## src/rtl/zxw_serial_addsub_pkg.sv

```systemverilog
`default_nettype none
// +------------------------------------------------------------------+
// | zxw_serial_addsub_pkg                                            |
// | State encoding and sizing helpers for the digit-serial add/sub.  |
// | Rev 1.0                                                          |
// +------------------------------------------------------------------+
package zxw_serial_addsub_pkg;

  localparam logic [1:0] IDLE = 2'd0;
  localparam logic [1:0] RUN  = 2'd1;
  localparam logic [1:0] DONE = 2'd2;

  // Width of a counter that indexes N/K digits; never narrower than 1 bit.
  function automatic int clog2_min1(input int n, input int k);
    int d;
    d = (k > 0) ? (n / k) : 1;
    return (d > 1) ? $clog2(d) : 1;
  endfunction

endpackage
`default_nettype wire

```

## src/rtl/fulladd.sv

```systemverilog
`default_nettype none
// +------------------------------------------------------------------+
// | fulladd                                                          |
// | One-bit full adder cell.                                         |
// | Rev 1.0                                                          |
// +------------------------------------------------------------------+
module fulladd (
  input  logic cin,
  input  logic x,
  input  logic y,
  output logic s,
  output logic cout
);

  assign s    = x ^ y ^ cin;
  assign cout = (x & y) | (x & cin) | (y & cin);

endmodule
`default_nettype wire

```

## src/rtl/zxw_digit_add.sv

```systemverilog
`default_nettype none
// +------------------------------------------------------------------+
// | zxw_digit_add                                                    |
// | K-bit ripple adder; also exposes the carry into the top bit.     |
// | Rev 1.0                                                          |
// +------------------------------------------------------------------+
module zxw_digit_add #(
  parameter int K = 1
) (
  input  logic         carryin,
  input  logic [K-1:0] x,
  input  logic [K-1:0] y,
  output logic [K-1:0] s,
  output logic         carryout,
  output logic         c_top
);

  logic [K:0] w_c;

  assign w_c[0] = carryin;

  for (genvar i = 0; i < K; i++) begin : g_bit
    fulladd u_fa (
      .cin  (w_c[i]),
      .x    (x[i]),
      .y    (y[i]),
      .s    (s[i]),
      .cout (w_c[i+1])
    );
  end

  assign carryout = w_c[K];
  assign c_top    = w_c[K-1];

endmodule
`default_nettype wire

```

## src/rtl/zxw_serial_addsub.sv

```systemverilog
`default_nettype none
// +------------------------------------------------------------------+
// | zxw_serial_addsub                                                |
// | Digit-serial N-bit two's-complement adder/subtractor, K bits/clk.|
// | Rev 1.0                                                          |
// +------------------------------------------------------------------+
module zxw_serial_addsub
  import zxw_serial_addsub_pkg::*;
#(
  parameter int N = 8,
  parameter int K = 1
) (
  input  logic         Clock,
  input  logic         Reset,
  input  logic         Start,
  input  logic         Sub,
  input  logic [N-1:0] x,
  input  logic [N-1:0] y,
  output logic [N-1:0] s,
  output logic         carryout,
  output logic         overflow,
  output logic         Busy,
  output logic         Done
);

  if ((N < 1) || (K < 1) || (K > N) || ((N % ((K < 1) ? 1 : K)) != 0)) begin : g_bad_param
    $error("zxw_serial_addsub: require 1 <= K <= N and N %% K == 0");
  end

  localparam int              C_DIGITS = N / K;
  localparam int              C_CW     = clog2_min1(N, K);
  localparam logic [C_CW-1:0] C_LAST   = C_CW'(C_DIGITS - 1);

  logic [1:0]      r_state;
  logic [N-1:0]    r_a;
  logic [N-1:0]    r_b;
  logic [N-1:0]    r_acc;
  logic            r_c;
  logic [C_CW-1:0] r_cnt;
  logic [N-1:0]    r_s;
  logic            r_co;
  logic            r_ov;

  logic [K-1:0]    w_dsum;
  logic            w_dcout;
  logic            w_ctop;
  logic [N-1:0]    w_acc_next;

  zxw_digit_add #(.K(K)) u_digit (
    .carryin  (r_c),
    .x        (r_a[K-1:0]),
    .y        (r_b[K-1:0]),
    .s        (w_dsum),
    .carryout (w_dcout),
    .c_top    (w_ctop)
  );

  // Sum digits enter at the MSB end, so after N/K steps the LSB digit sits at bit 0.
  if (K == N) begin : g_full_digit
    assign w_acc_next = w_dsum;
  end else begin : g_part_digit
    assign w_acc_next = {w_dsum, r_acc[N-1:K]};
  end

  always_ff @(posedge Clock or posedge Reset) begin
    if (Reset) begin
      r_state <= IDLE;
      r_a     <= '0;
      r_b     <= '0;
      r_acc   <= '0;
      r_c     <= 1'b0;
      r_cnt   <= '0;
      r_s     <= '0;
      r_co    <= 1'b0;
      r_ov    <= 1'b0;
    end else begin
      case (r_state)
        IDLE, DONE: begin
          if (Start) begin
            r_a     <= x;
            r_b     <= y ^ {N{Sub}};
            r_c     <= Sub;
            r_cnt   <= '0;
            r_acc   <= '0;
            r_state <= RUN;
          end else begin
            r_state <= IDLE;
          end
        end
        RUN: begin
          r_acc <= w_acc_next;
          r_a   <= r_a >> K;
          r_b   <= r_b >> K;
          r_c   <= w_dcout;
          r_cnt <= r_cnt + 1'b1;
          // Visible results are only updated once the whole word is formed.
          if (r_cnt == C_LAST) begin
            r_s     <= w_acc_next;
            r_co    <= w_dcout;
            r_ov    <= w_ctop ^ w_dcout;
            r_state <= DONE;
          end
        end
        default: r_state <= IDLE;
      endcase
    end
  end

  assign s        = r_s;
  assign carryout = r_co;
  assign overflow = r_ov;
  assign Busy     = (r_state == RUN);
  assign Done     = (r_state == DONE);

endmodule
`default_nettype wire

```

## config.mk

```make
export PLATFORM = sky130hd
export DESIGN_NAME = zxw_serial_addsub
export DESIGN_NICKNAME = d
export VERILOG_FILES = /design/src/rtl/zxw_serial_addsub_pkg.sv /design/src/rtl/fulladd.sv /design/src/rtl/zxw_digit_add.sv /design/src/rtl/zxw_serial_addsub.sv
export SDC_FILE = /design/constraint.sdc
export NUM_CORES = 1
export LEC_CHECK = 0
export CORE_MARGIN = 2
export CORE_UTILIZATION = 54
export CTS_CLUSTER_SIZE = 25
export DETAILED_ROUTE_END_ITERATION = 8
export HOLD_SLACK_MARGIN = 0.08
export PLACE_DENSITY_LB_ADDON = 0.08
export SLEW_MARGIN = 20
export SYNTH_ARGS = -nofsm -noshare
export SYNTH_HDL_FRONTEND = slang
export SYNTH_SLANG_ARGS = --single-unit
```

## constraint.sdc

```tcl
create_clock -name Clock -period 3.7 [get_ports Clock]
set_input_delay 0.74 -clock Clock [delete_from_list [all_inputs] [get_ports Clock]]
set_output_delay 0.74 -clock Clock [all_outputs]
set_load 0.02 [all_outputs]
```

**Word-level counts from Yosys, hierarchy flattened**

Cells that the tools add are included.

- Output and inout bits: 12
- Input port bits: 20
- Flip-flop bits (word level): 40

- Bitwise logic cells: 9
- Muxes and demuxes: 13
- Reductions and logical operators: 5
- Equal/unequal tests: 5
- Add/subtract/negate cells: 1

Operator list:

| operator | count |
|---|---|
| $pmux 8 s2 | 3 |
| $mux 8 | 3 |
| $xor 8x8->8 | 1 |
| $pmux 3 s2 | 1 |
| $pmux 2 s2 | 1 |
| $reduce_and 2->1 | 2 |
| $add 3x1->3 const B | 1 |
| $and 1x1->1 | 3 |
| $eq 3x3->1 const B | 1 |
| $mux 3 | 1 |
| $xor 1x1->1 | 3 |
| $eq 2x1->1 const B | 1 |
| $eq 2x2->1 const B | 1 |
| $logic_not 2->1 | 1 |
| $mux 1 | 2 |
| $mux 2 | 1 |
| $ne 2x1->1 const B | 1 |
| $ne 2x2->1 const B | 1 |
| $or 1x1->1 | 2 |
| $pmux 1 s2 | 1 |
| $reduce_bool 2->1 | 1 |
| $reduce_or 2->1 | 1 |

**Longest topological paths before layout**

- Word-level depth: 4
- Depth in mapped cells: 6

**Modules after synthesis**

From an unflattened synthesis, not the netlist that was laid out.

- Cell total of the unflattened synthesis: 124
- Area total of the unflattened synthesis: 1689.1 um^2

By module, submodules not included:

| module | area each (um^2) | sequential area each (um^2) | cells each | times used |
|---|---|---|---|---|
| zxw_serial_addsub | 1661.6 | 975.9 | 122 | 1 |
| fulladd | 20.0 | 0.0 | 1 | 1 |
| zxw_digit_add | 7.5 | 0.0 | 1 | 1 |

**Worst setup path before layout**

OpenSTA, ideal clock, no wires.

- Path type: register to output
- Start: register r_state[1]
- End: output Busy
- Setup slack: 2.025 ns
- Data required time: 2.960 ns
- Cell stages (with the launch flop): 4
- Data arrival time: 0.935 ns
- Path through: dfrtp_1 > and2b_1 > buf_6 > buf_2

- Word-level cells in the longest chain between the ends: 1

Ends and longest elaborated chain:

| what | line | text |
|---|---|---|
| start, declared | zxw_serial_addsub.sv:34 | `logic [1:0] r_state;` |
| start signal, assigned | zxw_serial_addsub.sv:67 | `r_state <= IDLE;` |
| start signal, assigned | zxw_serial_addsub.sv:85 | `r_state <= RUN;` |
| start signal, assigned | zxw_serial_addsub.sv:87 | `r_state <= IDLE;` |
| $eq 2x1->1 | zxw_serial_addsub.sv:112 | `assign Busy = (r_state == RUN);` |
| end, declared | zxw_serial_addsub.sv:22 | `output logic Busy,` |

No other way between the ends.

**Worst setup path after layout**

- Start: register r_state[0]
- End: output Busy

The elaborated chain is that of the path after synthesis.

==> impl_metrics.toml <==
[yosys]
synth_fp_nets = 146
ys_warn_count = 0
synth.top_cells.by_area = "dfrtp_1 (58%), a22o_1 (9.9%), mux2_2 (6.7%)"
synth.distinct_cells = 25
synth_top_area_cell = "dfrtp_1"
ys_seq_elements = 39
synth_top_area_frac = 0.5804
syn-instance-count = 123
syn_area_sq_mm = 0.001682
ys_seq_area_frac = 0.5804
syn_avg_cell_area_sq_um = 13.67

[worst_setup_path]
critPathMaxFanout = 5
crit_start = "r_state[0]"
critPathTopFamily = "buffers and inverters"
cp_data_required_time_ns = 2.96
path_buf_inv = 1
cp.depth = 2
endpoint = "Busy"
worstSetupEndpointType = "output port"
reg2reg_depth = 4
r2r_end = "carryout"
rrSetupSlack_ns = 1.99
crit_chain = "and2b_1 > clkdlybuf4s50_1"
worstPathArrival_ns = 1.55
cp-start-kind = "flip-flop"
slowest_stage = "clkdlybuf4s50_1"
path_class = "reg2out"
regToRegStartpoint = "r_cnt[0]"
slowest_delay_ns = 0.60

[drt]
remaining_drc_errors = 0
drtIter0Drc = 23
wirelength_um = 2753
ant_nets = 0
wl_per_cell_um = 14.64
viasPerCell = 5.798
vias = 1090
first_pass_iters = 4

[finish]
area_growth_pct = 20.91
layout_commonest_cell = "dfrtp_1"
final_cell_mix = "dfrtp_1 (39), clkdlybuf4s50_1 (31), a22o_1 (19), mux2_2 (10)"
num_antenna_cells = 0
nNetsFinal = 177
final_layout_size_suffix_gt1_frac = 0.1355

[placement]
dp_hpwl_um = 1881
gp_congestion = 0.6646
numPortBuffers = 31

[floorplan]
pin_count = 32
die_y_um = 59.81
die_width_um = 59.81
die_area_sq_mm = 0.003577
coreArea_sq_mm = 0.003003
rows = 20
start_util = 0.5600

[clocking]
worstSkewPairLatency_ns = 0.34
post_cts_buffers = 0
ctsHtreeMaxLevel = 2
cts_buffer_depth = 2
cts_tree = "yes"
cts_buffers = 5
cts_resized = 0
cts-root-buf = "clkbuf_4"
cts.sinks = 39
clk_pin_slew_worst_paths_ns = 0.11
holdBufCountCts = 0

[sta]
hold_violations = 0
layout_min_cycle_time_ns = 2.289
layout_worst_path_cycle_share = 0.6188
setup_violations = 0
skew_ns = 0.003441
setup_tns_ns = 0
rsz0062_at_grt = "no"
slew_headroom = 0.6000
worstMarginPinSlew_ns = 0.5973
fmax_mhz = 436.8
slew_viol_final = 0

[pwr]
leakagePower_nw = 0.9591
combPwrFrac = 0.444
clkPwrFrac = 0.120
p_sw_frac = 0.3519
p_switching_w = 0.0005960
internal-power_w = 0.001097
power_w = 0.001693
power_density_mw_per_mm2 = 832.9
ir_drop_mv = 0.3724
seq_power_share = 0.435

[grt]
antenna_found_initial = 0
grt-ovfl-total = 0
grtUsageTotal = 0.1793
grt_pass1_wl_um = 4657
grt_max_degree = 40
grt_pass1_vias = 1035

[job]
maxCapViolCount = 0

[hold_path]
hp-start = "r_a[4]"
hold_class = "reg2reg"

[status]
outcome = "completed"
## power by group through the flow
stage / logic (W) / registers, W / clock network, W
2_1_floorplan: 0.000524 / 0.000780 / 0
5_1_grt: 0.000819 / 0.000762 / 0.000232
4_1_cts: 0.000763 / 0.000737 / 0.000211
3_3_place_gp: 0.000738 / 0.000738 / 0
3_5_place_dp: 0.000763 / 0.000745 / 0
6_report: 0.000753 / 0.000737 / 0.000204
## synthesized netlist by cell type (all sizes together)
library cell and n:
inv 3, nand3b 1, ha 2, a22o 19
nor2 8, xor2 1, a221o 7, a21o 8
nand2b 1, buf 9, mux2 10, and2b 1
dfrtp 39, o21ai 2, nand2 1, fa 1
xnor2 8, nor2b 2
## cell families after synthesis
family	after synthesis	share of synthesized area
flip-flops	39	0.5804
AND/OR/NAND/NOR	14	0.05135
multiplexers	10	0.06697
XOR/XNOR	9	0.04688
AO/OA/AOI/OAI	36	0.1823
buffers and inverters	12	0.04539
adder cells (fa/ha/maj)	3	0.02678
## per-layer routing
metal  routed length (um)  up-vias  GRT usage  share of wire
li1                     -      506          -              -
met1                 1142      551     0.2175           0.41
met2                 1417       29     0.2826           0.51
met3                  160        4    0.07143          0.058
met4                   32        0    0.07619          0.012
met5                    0        -          0              0
## worst register-to-register path, cell delays in order (launching register included)
cell,delay [ns]
dfrtp_1,0.40
ha_1,0.20
ha_1,0.19
nand3b_1,0.42
mux2_2,0.40
## cell type report
class / count / area [sq um]
Tap cell: 33 / 41.29
Clock buffer: 7 / 45.04
Fill cell: 261 / 969.7
Sequential cell: 39 / 975.9
Timing Repair Buffer: 33 / 325.3
Multi-Input combinational cell: 72 / 629.4
Inverter: 3 / 11.26
Clock inverter: 1 / 5.005
## flip-flops by register name (all words and copies together) (netlist names)
register	flops
s	8
r_b	8
r_a	8
r_state	2
r_acc	7
carryout	1
r_c	1
overflow	1
r_cnt	3
## how the worst min path moves through the flow
stage,endpoint,slack [ns],cells after the start
2_1_floorplan,r_a[1],0.45,1
3_3_place_gp,r_a[1],0.46,1
3_5_place_dp,r_a[4],0.47,1
4_1_cts,r_a[4],0.49,1
5_1_grt,r_a[2],0.52,1
6_report,r_a[4],0.49,1
## stage by stage
stage	area (sq um)	setup slack (ns)	utilization	std cells	hold WS [ns]
after floorplan	1682	2.025	-	123	0.4496
after global placement	1983	1.343	0.6604	180	0.4598
after detailed placement	1983	1.301	0.6604	180	0.4693
after CTS	2033	1.396	0.6771	188	0.4946
after global routing	2033	1.334	0.6771	188	0.5218
final	2033	1.411	0.6771	188	0.4919
Power figures use the tool's default switching activity.
